[src/rtl/vectored_interrupt_controller.sv]
// Fixed-priority vectored interrupt controller: edge-latched requests, PC save/redirect, drain stalls.
// Optional VIC_IRQ_SYNC_EN adds a 2-flop synchronizer on each irq bit ahead of edge detection.
module vectored_interrupt_controller #(
    parameter int              NUM_IRQ      = 8,
    parameter int              PC_W         = 12,
    parameter logic [PC_W-1:0] ISR_BASE     = 12'h800,
    parameter logic [PC_W-1:0] VEC_STRIDE   = 12'h010,
    parameter int              STALL_CYCLES = 5
) (
    input  logic               clk,
    input  logic               rst,
    input  logic [NUM_IRQ-1:0] irq,
    input  logic [NUM_IRQ-1:0] irq_en,
    input  logic [PC_W-1:0]    pc,
    input  logic               pc_valid,
    input  logic [6:0]         if_opcode,
    input  logic [11:0]        if_funct12,
    output logic               sel_isr,
    output logic               ret_isr,
    output logic               isr_stall,
    output logic [PC_W-1:0]    isr_pc,
    output logic [PC_W-1:0]    save_pc,
    output logic [3:0]         active_id,
    output logic [NUM_IRQ-1:0] irq_ack,
    output logic [NUM_IRQ-1:0] pending
);

    localparam int              CNT_W = $clog2(STALL_CYCLES) + 1;
    localparam logic [CNT_W-1:0] LAST = CNT_W'(STALL_CYCLES - 1);

    typedef enum logic [1:0] {IDLE, ENTER, ACTIVE, RETURN} state_t;

    state_t             state, state_n;
    logic [CNT_W-1:0]   count, count_n;
    logic [NUM_IRQ-1:0] irq_s, irq_q, rise, eligible, grant;
    logic [NUM_IRQ-1:0] pending_n, irq_ack_n;
    logic [PC_W-1:0]    vector, isr_pc_n, save_pc_n;
    logic [3:0]         winner, active_id_n;
    logic               found, uret;
    logic               sel_isr_n, ret_isr_n, isr_stall_n;

`ifdef VIC_IRQ_SYNC_EN
    logic [NUM_IRQ-1:0] sync_1, sync_2;

    always_ff @(posedge clk or posedge rst) begin
        if (rst) begin
            sync_1 <= '0;
            sync_2 <= '0;
        end else begin
            sync_1 <= irq;
            sync_2 <= sync_1;
        end
    end

    assign irq_s = sync_2;
`else
    assign irq_s = irq;
`endif

    // NOTE: sequential state is always assigned with <= so every flop samples pre-edge values.
    always_ff @(posedge clk or posedge rst) begin
        if (rst) irq_q <= '0;
        else     irq_q <= irq_s;
    end

    assign rise     = irq_s & ~irq_q;
    assign eligible = pending & irq_en;
    assign uret     = (if_opcode == 7'h73) && (if_funct12 == 12'h002);

    // Descending scan so the lowest eligible index is the last (winning) assignment.
    always_comb begin
        winner = '0;
        found  = 1'b0;
        for (int i = NUM_IRQ - 1; i >= 0; i--) begin
            if (eligible[i]) begin
                winner = 4'(i);
                found  = 1'b1;
            end
        end
    end

    assign grant  = found ? (NUM_IRQ'(1) << winner) : '0;
    assign vector = ISR_BASE + PC_W'(winner) * VEC_STRIDE;

    // NOTE: every signal written here gets a default first, so no path can infer a latch.
    always_comb begin
        state_n     = state;
        count_n     = count;
        sel_isr_n   = sel_isr;
        ret_isr_n   = 1'b0;
        isr_stall_n = isr_stall;
        isr_pc_n    = isr_pc;
        save_pc_n   = save_pc;
        active_id_n = active_id;
        irq_ack_n   = '0;
        pending_n   = pending;

        case (state)
            IDLE: begin
                if (found && pc_valid) begin
                    state_n     = ENTER;
                    save_pc_n   = pc;
                    active_id_n = winner;
                    isr_pc_n    = vector;
                    irq_ack_n   = grant;
                    pending_n   = pending & ~grant;
                    sel_isr_n   = 1'b1;
                    isr_stall_n = 1'b1;
                    count_n     = '0;
                end
            end
            ENTER, RETURN: begin
                if (count == LAST) begin
                    isr_stall_n = 1'b0;
                    count_n     = '0;
                    state_n     = (state == ENTER) ? ACTIVE : IDLE;
                end else begin
                    count_n = count + 1'b1;
                end
            end
            ACTIVE: begin
                if (uret) begin
                    sel_isr_n   = 1'b0;
                    ret_isr_n   = 1'b1;
                    isr_stall_n = 1'b1;
                    count_n     = '0;
                    state_n     = RETURN;
                end
            end
            default: state_n = IDLE;
        endcase

        // A new edge re-arms a channel even in the cycle it is being acknowledged.
        pending_n = pending_n | rise;
    end

    always_ff @(posedge clk or posedge rst) begin
        if (rst) begin
            state     <= IDLE;
            count     <= '0;
            sel_isr   <= 1'b0;
            ret_isr   <= 1'b0;
            isr_stall <= 1'b0;
            isr_pc    <= '0;
            save_pc   <= '0;
            active_id <= '0;
            irq_ack   <= '0;
            pending   <= '0;
        end else begin
            state     <= state_n;
            count     <= count_n;
            sel_isr   <= sel_isr_n;
            ret_isr   <= ret_isr_n;
            isr_stall <= isr_stall_n;
            isr_pc    <= isr_pc_n;
            save_pc   <= save_pc_n;
            active_id <= active_id_n;
            irq_ack   <= irq_ack_n;
            pending   <= pending_n;
        end
    end

endmodule

[config.mk]
export PLATFORM = sky130hd
export DESIGN_NAME = vectored_interrupt_controller
export DESIGN_NICKNAME = d
export VERILOG_FILES = /design/src/rtl/vectored_interrupt_controller.sv
export SDC_FILE = /design/constraint.sdc
export NUM_CORES = 1
export LEC_CHECK = 0
export ABC_AREA = 1
export ABC_CLOCK_PERIOD_IN_PS = 1950
export CORE_ASPECT_RATIO = 0.5
export CORE_MARGIN = 8
export CORE_UTILIZATION = 42
export DETAILED_ROUTE_END_ITERATION = 16
export PLACE_DENSITY_LB_ADDON = 0.05
export RECOVER_POWER = 50
export SLEW_MARGIN = 20
export SYNTH_ARGS = -nofsm -noshare
export SYNTH_HDL_FRONTEND = slang
export SYNTH_SLANG_ARGS = --single-unit
[constraint.sdc]
create_clock -name clk -period 1.95 [get_ports clk]
set_input_delay 0.2925 -clock clk [delete_from_list [all_inputs] [get_ports clk]]
set_output_delay 0.2925 -clock clk [all_outputs]
set_load 0.005 [all_outputs]
==> flow_summary.json, run 1 <==
{
  "status": "finished, final reports clean",
  "avgSynthCellArea_um2": 8.69,
  "cp-end-kind": "output pin",
  "fmax_mhz": 655,
  "timing.critical_path.slowest_stage_cell": "dlygate4sd3_1",
  "power_density_mw_per_mm2": 1050,
  "grt_pass1_vias": 1962,
  "vias_per_cell": 4.53,
  "timing.critical_path.from": "irq_ack[7]",
  "antenna_found_initial": 0,
  "clock_sink_count": 49,
  "place_congestion": 0.780,
  "slew_headroom_pct": 21.5,
  "tritoncts": "built",
  "nNetsFinal": 412,
  "ys_seq_area_share_pct": 53.7,
  "clk_pin_slew_ns": 0.08,
  "netlist_instances": 263,
  "grt_use_total_pct": 13.3,
  "rows": 19,
  "irDropWorstVdd_mv": 0.499,
  "power_frac_clock_pct": 16.2,
  "setup_viol": 0,
  "finClkSkew_ns": 0.00365,
  "cts_setup_buffers": 0,
  "min_period_ns": 1.53,
  "cp_num_cells": 1,
  "grt_pass1_wl_mm": 8.78,
  "drv_slew": 0,
  "chipHeight_um": 68.2,
  "port_buffers": 87,
  "insertion_delay_ns": 0.29,
  "dp.cells": 422,
  "htree_levels": 2,
  "routedWlPerCell_um": 12.6,
  "drt_pass1_iterations": 4,
  "critPathTopFamily": "buffers and inverters",
  "netlist_area_mm2": 0.00228,
  "start_util_pct": 42.5,
  "core-area_mm2": 0.00537,
  "final_cell_count_no_fill": 430,
  "rsz0062_at_grt": "false",
  "post_cts_resized": 0,
  "seq_power_share_pct": 41.8,
  "holdBufCountCts": 0,
  "p_sw_mw": 1.17,
  "hp-class": "flop to flop",
  "cp_cell_sequence": "dlygate4sd3_1",
  "io_pins": 97,
  "cap_violations": 0,
  "r2r_end": "active_id[1]",
  "wl_mm": 5.40,
  "ys.warnings.count": 0,
  "p_int_mw": 2.27,
  "ys.flop_type": "dfrtp_1",
  "hold_viol_final": 0,
  "initialDrtViolationCount": 43,
  "mostFrequentLayoutCell": "nand2_1",
  "synth_edf_count": 0,
  "synth-async-reset-ratio_pct": 100,
  "crit_buf_inv": 1,
  "startpoint_type": "flop",
  "p_leak_nw": 1.67,
  "critical_path.max_stage_delay_ns": 0.58,
  "fin_crit_sh_pct": 78.3,
  "reg2regPathDepth": 6,
  "arrival_ns": 1.23,
  "netSwitchingFraction_pct": 34.1,
  "fp.dieArea_mm2": 0.00820,
  "ys_types": 26,
  "grt_max_degree": 50,
  "placed_area_mm2": 0.00322,
  "whs_ns": 0.414,
  "area_growth_pct": 43.5,
  "clk_root_buffer_cell": "clkbuf_8",
  "grt-ovfl-total": 0,
  "power_frac_comb_pct": 42.0,
  "die_x_um": 120,
  "tightest_slew_ns": 1.18,
  "cts_buffer_depth": 2,
  "dp.final_hpwl_mm": 4.48,
  "critPathMaxFanout": 1,
  "cts-buffers-inserted": 5,
  "finalSetupTns_ns": 0,
  "criticalPathCategory": "flop to output pin",
  "rr_startpoint": "state[0]",
  "diodes": 0,
  "ant_nets": 0,
  "cp-endpoint": "irq_ack[7]",
  "critical_path_required_ns": 1.66,
  "dr_total_vias": 1948,
  "finish.instance_area_mm2": 0.00328,
  "final_cell_mix": "nand2_1 (90), clkdlybuf4s50_1 (72), dfrtp_1 (49), inv_1 (33), dlygate4sd3_1 (15)",
  "r2r_slack_ns": 0.42,
  "drive_gt1_share_pct": 7.84,
  "route.detailed.drc": 0,
  "synth-seq-cells": 49
}
[sequential cells by signal, indices dropped and copies added, names as in the netlist]
register	flops
irq_ack	8
isr_pc	2
save_pc	12
state	2
irq_q	8
pending	8
active_id	2
count	4
sel_isr	1
ret_isr	1
isr_stall	1
[cells by family (layout without fill, tap and decap cells)]
logic type / Yosys count / in the layout / share of synthesized area, %
compound gates: 16 / 16 / 3.72
other cells: 1 / 9 / 0.164
flops: 49 / 49 / 53.7
buf+inv: 51 / 137 / 11.1
fa+ha+maj: 6 / 6 / 3.29
xor+xnor: 1 / 1 / 0.383
simple gates: 139 / 139 / 27.7
[worst min path at each step]
stage	startpoint	to	depth (start not counted)
after floorplan	irq[0]	irq_q[0]	0
after global placement	irq_q[3]	pending[3]	1
after detailed placement	irq_q[7]	pending[7]	1
after CTS	rst	irq_q[5]	3
after global routing	irq_q[3]	pending[3]	1
final	irq_q[6]	pending[6]	1
[metal layers]
| layer | wire length (um) | up-vias | GRT usage (%) |
|---|---|---|---|
| met5 | 0 | - | 0 |
| met4 | 38 | 0 | 4.16 |
| met3 | 598 | 5 | 5.93 |
| met2 | 2550 | 75 | 23.9 |
| met1 | 2210 | 885 | 14.3 |
| li1 | - | 983 | - |
[cells in the mapped netlist (3+ instances only)]
cell | number | area share [%]
inv_1 | 34 | 5.6
buf_4 | 12 | 3.9
nand4_1 | 6 | 1.6
ha_1 | 6 | 3.3
nand2_2 | 6 | 1.6
nor4_1 | 3 | 0.82
o21ai_1 | 12 | 2.6
nand3_1 | 12 | 2.6
nor2_1 | 11 | 1.8
dfrtp_1 | 49 | 54
nand2_1 | 89 | 15
[through the flow]
stage	setup slack, ns	total power, mW	util (%)
3_5_place_dp	0.167	2.94	59.9
5_1_grt	0.274	3.73	61.0
2_1_floorplan	0.485	2.22	-
4_1_cts	0.404	3.51	61.4
6_report	0.424	3.44	61.0
3_3_place_gp	0.218	2.90	59.9
[power by group through the flow]
| stage | logic (mW) | clock network, mW | registers, mW |
|---|---|---|---|
| 5_1_grt | 1.64 | 0.623 | 1.47 |
| 2_1_floorplan | 0.772 | 0 | 1.45 |
| 4_1_cts | 1.49 | 0.582 | 1.44 |
| 3_3_place_gp | 1.45 | 0 | 1.45 |
| 3_5_place_dp | 1.48 | 0 | 1.46 |
| 6_report | 1.44 | 0.558 | 1.44 |
[final cells by class]
type / instances / area [um^2]
Multi-Input combinational cell: 171 / 833
Timing Repair Buffer: 93 / 910
Clock buffer: 6 / 72.6
Tap cell: 73 / 91.3
Inverter: 36 / 135
Clock inverter: 2 / 10.0
Sequential cell: 49 / 1230
Fill cell: 483 / 2090
No activity file was read; power rests on OpenSTA's default activity.
==> run 2: changes to the inputs <==
--- a/config.mk
+++ b/config.mk
@@ -6,10 +6,10 @@
 export NUM_CORES = 1
 export LEC_CHECK = 0
 export ABC_AREA = 1
-export ABC_CLOCK_PERIOD_IN_PS = 1950
+export ABC_CLOCK_PERIOD_IN_PS = 1300
 export CORE_ASPECT_RATIO = 0.5
 export CORE_MARGIN = 8
-export CORE_UTILIZATION = 42
+export CORE_UTILIZATION = 38
 export DETAILED_ROUTE_END_ITERATION = 16
 export PLACE_DENSITY_LB_ADDON = 0.05
 export RECOVER_POWER = 50
==> constraint.sdc (replaced) <==
create_clock -name clk -period 1.3 [get_ports clk]
set_input_delay 0.195 -clock clk [delete_from_list [all_inputs] [get_ports clk]]
set_output_delay 0.195 -clock clk [all_outputs]
set_load 0.005 [all_outputs]
==> flow_summary.json, run 2 (synthesized netlist as in run 1, its figures left out) <==
{
  "grt-ovfl-total": 0,
  "startpoint_type": "primary input",
  "drv_slew": 0,
  "power_frac_clock_pct": 21.7,
  "min_period_ns": 1.45,
  "final_core_util_pct": 67.3,
  "antenna_found_initial": 0,
  "clk_root_buffer_cell": "clkbuf_16",
  "port_buffers": 87,
  "tightest_slew_ns": 0.676,
  "fin_crit_sh_pct": 112,
  "drive_gt1_share_pct": 32.8,
  "p_int_mw": 4.52,
  "r2r_end": "save_pc[2]",
  "power_frac_comb_pct": 47.3,
  "p_leak_nw": 2.04,
  "grt_use_met2_pct": 27.1,
  "holdPathStages": 1,
  "vias_per_cell": 4.50,
  "reg2regPathDepth": 9,
  "cts-buffers-inserted": 5,
  "area_growth_pct": 74.6,
  "fmax_mhz": 687,
  "cp-end-kind": "flop",
  "grt_pass1_vias": 2314,
  "tritoncts": "built",
  "place_congestion": 0.752,
  "placed_area_mm2": 0.00345,
  "p_sw_mw": 2.35,
  "die_x_um": 126,
  "drt_pass1_iterations": 6,
  "netSwitchingFraction_pct": 34.1,
  "worst_slack_ns": -0.155,
  "io_pins": 97,
  "irDropWorstVdd_mv": 0.749,
  "hp-class": "flop to flop",
  "diodes": 0,
  "rsz0062_at_grt": "true",
  "core-area_mm2": 0.00593,
  "seq_power_share_pct": 31.0,
  "chipHeight_um": 70.8,
  "insertion_delay_ns": 0.28,
  "cap_violations": 0,
  "r2r_slack_ns": -0.13,
  "nFillCells": 501,
  "initialDrtViolationCount": 93,
  "cts_buffer_depth": 2,
  "arrival_ns": 1.63,
  "clock_sink_count": 49,
  "finalSetupTns_ns": -2.65,
  "routedWlPerCell_um": 14.0,
  "htree_levels": 2,
  "fp.dieArea_mm2": 0.00890,
  "route.detailed.drc": 0,
  "whs_ns": 0.411,
  "min_to": "pending[2]",
  "grt_pass1_wl_mm": 11.1,
  "grt_busiest_layer": "met2",
  "critical_path_required_ns": 1.47,
  "clk_pin_slew_ns": 0.07,
  "holdBufCountCts": 0,
  "use_met1_pct": 17.7,
  "ant_nets": 0,
  "start_util_pct": 38.5,
  "hp-start": "irq_q[2]",
  "dr_total_vias": 2158,
  "largest-register": "save_pc",
  "dp.final_hpwl_mm": 4.86,
  "wl_mm": 6.70,
  "rr_startpoint": "pending[2]",
  "finish.instance_area_mm2": 0.00399,
  "largest_register_ffs": 12,
  "grt_max_degree": 50,
  "critPathMaxFanout": 8,
  "setup_viol": 31,
  "slew_headroom_pct": 55.0,
  "hold_viol_final": 0,
  "finClkSkew_ns": 0.00613,
  "grt_use_total_pct": 15.3,
  "status": "complete, but fails checks",
  "violations": "setup timing",
  "nNetsFinal": 458,
  "criticalPathCategory": "primary input to flop",
  "final_cell_mix": "nand2_1 (63), dfrtp_1 (49), buf_4 (39), clkdlybuf4s50_1 (37), dlygate4sd2_1 (36)",
  "rows": 20,
  "use_met3_pct": 5.47,
  "mostFrequentLayoutCell": "nand2_1",
  "power_density_mw_per_mm2": 1720
}
[run 2: changes by cell type in the layout (fill, tap and decap cells not counted), sizes merged]
| cell | before | now |
|---|---|---|
| buf | 4 | 51 |
| clkinvlp | 0 | 2 |
| clkinv | 3 | 1 |
| bufinv | 0 | 1 |
| clkdlybuf4s15 | 0 | 3 |
| dlygate4sd3 | 15 | 9 |
| clkdlybuf4s50 | 72 | 37 |
| dlygate4sd2 | 0 | 36 |
[run 2: power by group through the flow]
stage	sequential [mW]	clock (mW)	combinational (mW)
2_1_floorplan	2.18	0	1.17
3_3_place_gp	2.13	0	2.66
3_5_place_dp	2.14	0	2.71
4_1_cts	2.13	1.51	3.08
5_1_grt	2.18	1.57	3.60
6_report	2.13	1.49	3.25
[run 2: worst max path at each step]
| stage | startpoint | endpoint | slack (ns) | cells past startpoint |
|---|---|---|---|---|
| final | irq_en[6] | save_pc[2] | -0.15 | 10 |
| after floorplan | state[1] | pending[1] | -0.007 | 8 |
| after global placement | irq_en[6] | pending[6] | -0.35 | 8 |
| after global routing | pending[4] | save_pc[2] | -0.24 | 9 |
| after CTS | pending[3] | pending[5] | -0.09 | 9 |
| after detailed placement | irq_en[6] | save_pc[6] | -0.38 | 10 |
[run 2: final cells by class]
cell class              instances  area (um^2)  area share (%)
inverters                      36          141            3.54
clock inverters                 3         46.3            1.16
well taps                      77         96.3            2.41
flip-flops and latches         49         1230            30.7
repair buffers                139         1280            32.1
multi-input cells             171         1070            26.9
clock buffers                   5          125            3.14
[run 2: what timing repair did]
item / CTS / global route
setup endpoints to repair: 73 / 44
resized for setup: 102 / 27
buffers inserted: 11 / 5
pin swaps: 13 / 10
cloned: 1 / 0
[run 2: per-layer routing]
metal / vias up / part of all wire [%]
met5: - / 0
met4: 0 / 0.61
met3: 4 / 7.6
met2: 70 / 50
met1: 1010 / 42
li1: 1074 / -
[run 2: through the flow]
step | setup WS, ns | power (mW) | instances
finish | -0.155 | 6.87 | 480
global route | -0.237 | 7.35 | 480
CTS | -0.0945 | 6.71 | 475
detailed placement | -0.379 | 4.85 | 456
global placement | -0.348 | 4.79 | 456
floorplan | -0.00697 | 3.34 | 271
[run 2: critical path, stage by stage]
cell	delay, ns
clkdlybuf4s50_1	0.48
nand2_2	0.07
nand2_2	0.10
nor2_4	0.05
nand2_2	0.10
nand3_4	0.19
buf_12	0.19
buf_16	0.13
nand2_1	0.06
nand2_1	0.06
==> run 3: changes to the inputs <==
--- a/config.mk
+++ b/config.mk
@@ -7,8 +7,9 @@
 export LEC_CHECK = 0
 export ABC_AREA = 1
 export ABC_CLOCK_PERIOD_IN_PS = 1300
+export CAP_MARGIN = 0
 export CORE_ASPECT_RATIO = 0.5
-export CORE_MARGIN = 8
+export CORE_MARGIN = 2
 export CORE_UTILIZATION = 38
 export DETAILED_ROUTE_END_ITERATION = 16
 export PLACE_DENSITY_LB_ADDON = 0.05
==> flow_summary.json, run 3 (synthesized netlist as in run 1, its figures left out) <==
{
  "status": "complete, but fails checks",
  "violations": "setup timing",
  "dr_total_vias": 2195,
  "critPathTopFamily": "simple AND/OR/NAND/NOR gates",
  "wl_mm": 6.42,
  "irDropWorstVdd_mv": 0.710,
  "rows": 19,
  "drv_slew": 0,
  "route.detailed.drc": 0,
  "largest-register": "save_pc",
  "io_pins": 97,
  "holdPathStages": 4,
  "critPathMaxFanout": 4,
  "startpoint_type": "primary input",
  "antenna_found_initial": 0,
  "p_leak_nw": 2.25,
  "routedWlPerCell_um": 13.5,
  "cp-end-kind": "flop",
  "tritoncts": "built",
  "critical_path_required_ns": 1.47,
  "clk_pin_slew_ns": 0.06,
  "fmax_mhz": 670,
  "cap_violations": 0,
  "nFillCells": 430,
  "timing.critical_path.slowest_stage_cell": "clkdlybuf4s50_1",
  "crit_buf_inv": 2,
  "final_cell_count_no_fill": 477,
  "clk_root_buffer_cell": "clkbuf_16",
  "min_period_ns": 1.49,
  "rsz0062_at_grt": "true",
  "grt_max_degree": 50,
  "fp.dieArea_mm2": 0.00669,
  "dp_slack_ns": -0.386,
  "tightest_slew_ns": 0.667,
  "grt_pass1_vias": 2039,
  "r2r_slack_ns": -0.18,
  "die_x_um": 114,
  "initialDrtViolationCount": 40,
  "p_total_mw": 6.97,
  "area_growth_pct": 83.1,
  "hp-class": "primary input to flop",
  "criticalPathCategory": "primary input to flop",
  "reg2regPathDepth": 10,
  "dp.cells": 447,
  "final_cell_mix": "nand2_1 (50), dfrtp_1 (48), buf_4 (38), clkdlybuf4s50_1 (31), dlygate4sd2_1 (31)",
  "r2r_end": "save_pc[8]",
  "drt_pass1_iterations": 4,
  "insertion_delay_ns": 0.29,
  "clock_sink_count": 49,
  "cts-buffers-inserted": 5,
  "multi_input_area_mm2": 0.00119,
  "htree_levels": 2,
  "cts_buffer_depth": 2,
  "critical_path.max_stage_delay_ns": 0.48,
  "seqCellArea_mm2": 0.00123,
  "ant_nets": 0,
  "nNetsFinal": 459,
  "worst_slack_ns": -0.193,
  "min_to": "ret_isr",
  "finish.instance_area_mm2": 0.00418,
  "diodes": 0,
  "holdBufCountCts": 0,
  "vias_per_cell": 4.60,
  "mostFrequentLayoutCell": "nand2_1",
  "start_util_pct": 40.6,
  "hp-start": "if_funct12[6]",
  "place_congestion": 0.858,
  "drive_gt1_share_pct": 37.1,
  "cp_cell_sequence": "clkdlybuf4s50_1 > nand2_2 > nand2_2 > nor2_4 > nand2_4 > nand3_4 > buf_6 > nor2_4 > nand3_2 > nand2_1 > o21ai_1",
  "dp.final_hpwl_mm": 4.12,
  "placed_area_mm2": 0.00342,
  "slew_headroom_pct": 55.6,
  "port_buffers": 87,
  "hold_viol_final": 0,
  "core-area_mm2": 0.00563,
  "grt_use_total_pct": 18.2,
  "fin_crit_sh_pct": 115,
  "finClkSkew_ns": 0.00861,
  "grt_pass1_wl_mm": 9.26,
  "final_core_util_pct": 74.2,
  "rr_startpoint": "pending[1]",
  "arrival_ns": 1.67,
  "setup_viol": 30,
  "chipHeight_um": 58.8,
  "largest_register_ffs": 12,
  "grt-ovfl-total": 0,
  "power_density_mw_per_mm2": 1670
}
==> run 3: cell types whose count changed in the layout (fill, tap and decap cells not counted), sizes merged <==
cell / before / now
bufinv: 1 / 0
clkbuf: 8 / 9
clkdlybuf4s50: 37 / 31
clkinv: 1 / 2
dlygate4sd2: 36 / 31
dlymetal6s2s: 0 / 11
==> run 3: stage by stage <==
step / TNS, ns / hold slack, ns
floorplan: -0.00697 / 0.226
global placement: -11.09 / 0.396
detailed placement: -12.25 / 0.403
CTS: -0.434 / 0.340
global route: -6.20 / 0.269
finish: -3.51 / 0.214
==> run 3: worst min-delay path: stages <==
cell and delay, ns:
dlymetal6s2s_1 0.11, nor4_1 0.07, nand3_1 0.06, nor2_1 0.04
==> run 3: layout make-up <==
type / count / share of cell area [%]
multi-input cells: 171 / 28.5
well taps: 73 / 2.18
repair buffers: 140 / 32.8
flip-flops and latches: 49 / 29.3
inverters: 36 / 3.68
clock buffers: 5 / 2.99
clock inverters: 3 / 0.509
==> run 3: what timing repair did <==
item / CTS / global route
gates cloned: 2 / 1
pin swaps: 16 / 31
setup endpoints to repair: 72 / 43
gates resized for setup: 71 / 100
buffers inserted: 9 / 10
==> run 3: worst max-delay path by stage <==
stage / start / end / slack [ns] / cells after the start
after floorplan: state[1] / pending[1] / -0.007 / 8
after global placement: if_opcode[3] / count[2] / -0.34 / 9
after detailed placement: irq_en[7] / pending[1] / -0.39 / 11
after CTS: irq_en[0] / pending[1] / -0.11 / 11
after global routing: pending[1] / save_pc[8] / -0.25 / 10
final: irq_en[4] / pending[3] / -0.19 / 11
==> run 3: per-layer routing <==
layer	global-route usage [%]	share of wire, %	vias up
met5	0	0	-
met4	6.79	1.2	0
met3	4.63	5.2	7
met2	32.6	53	65
met1	21.6	40	1041
li1	-	-	1082
==> run 3: where the power goes <==
| group | internal (mW) | switching [mW] | leakage (nW) | total, mW |
|---|---|---|---|---|
| Clock | 0.716 | 0.568 | 0.0702 | 1.28 |
| Combinational | 1.88 | 1.67 | 1.59 | 3.55 |
| Sequential | 1.91 | 0.229 | 0.589 | 2.14 |
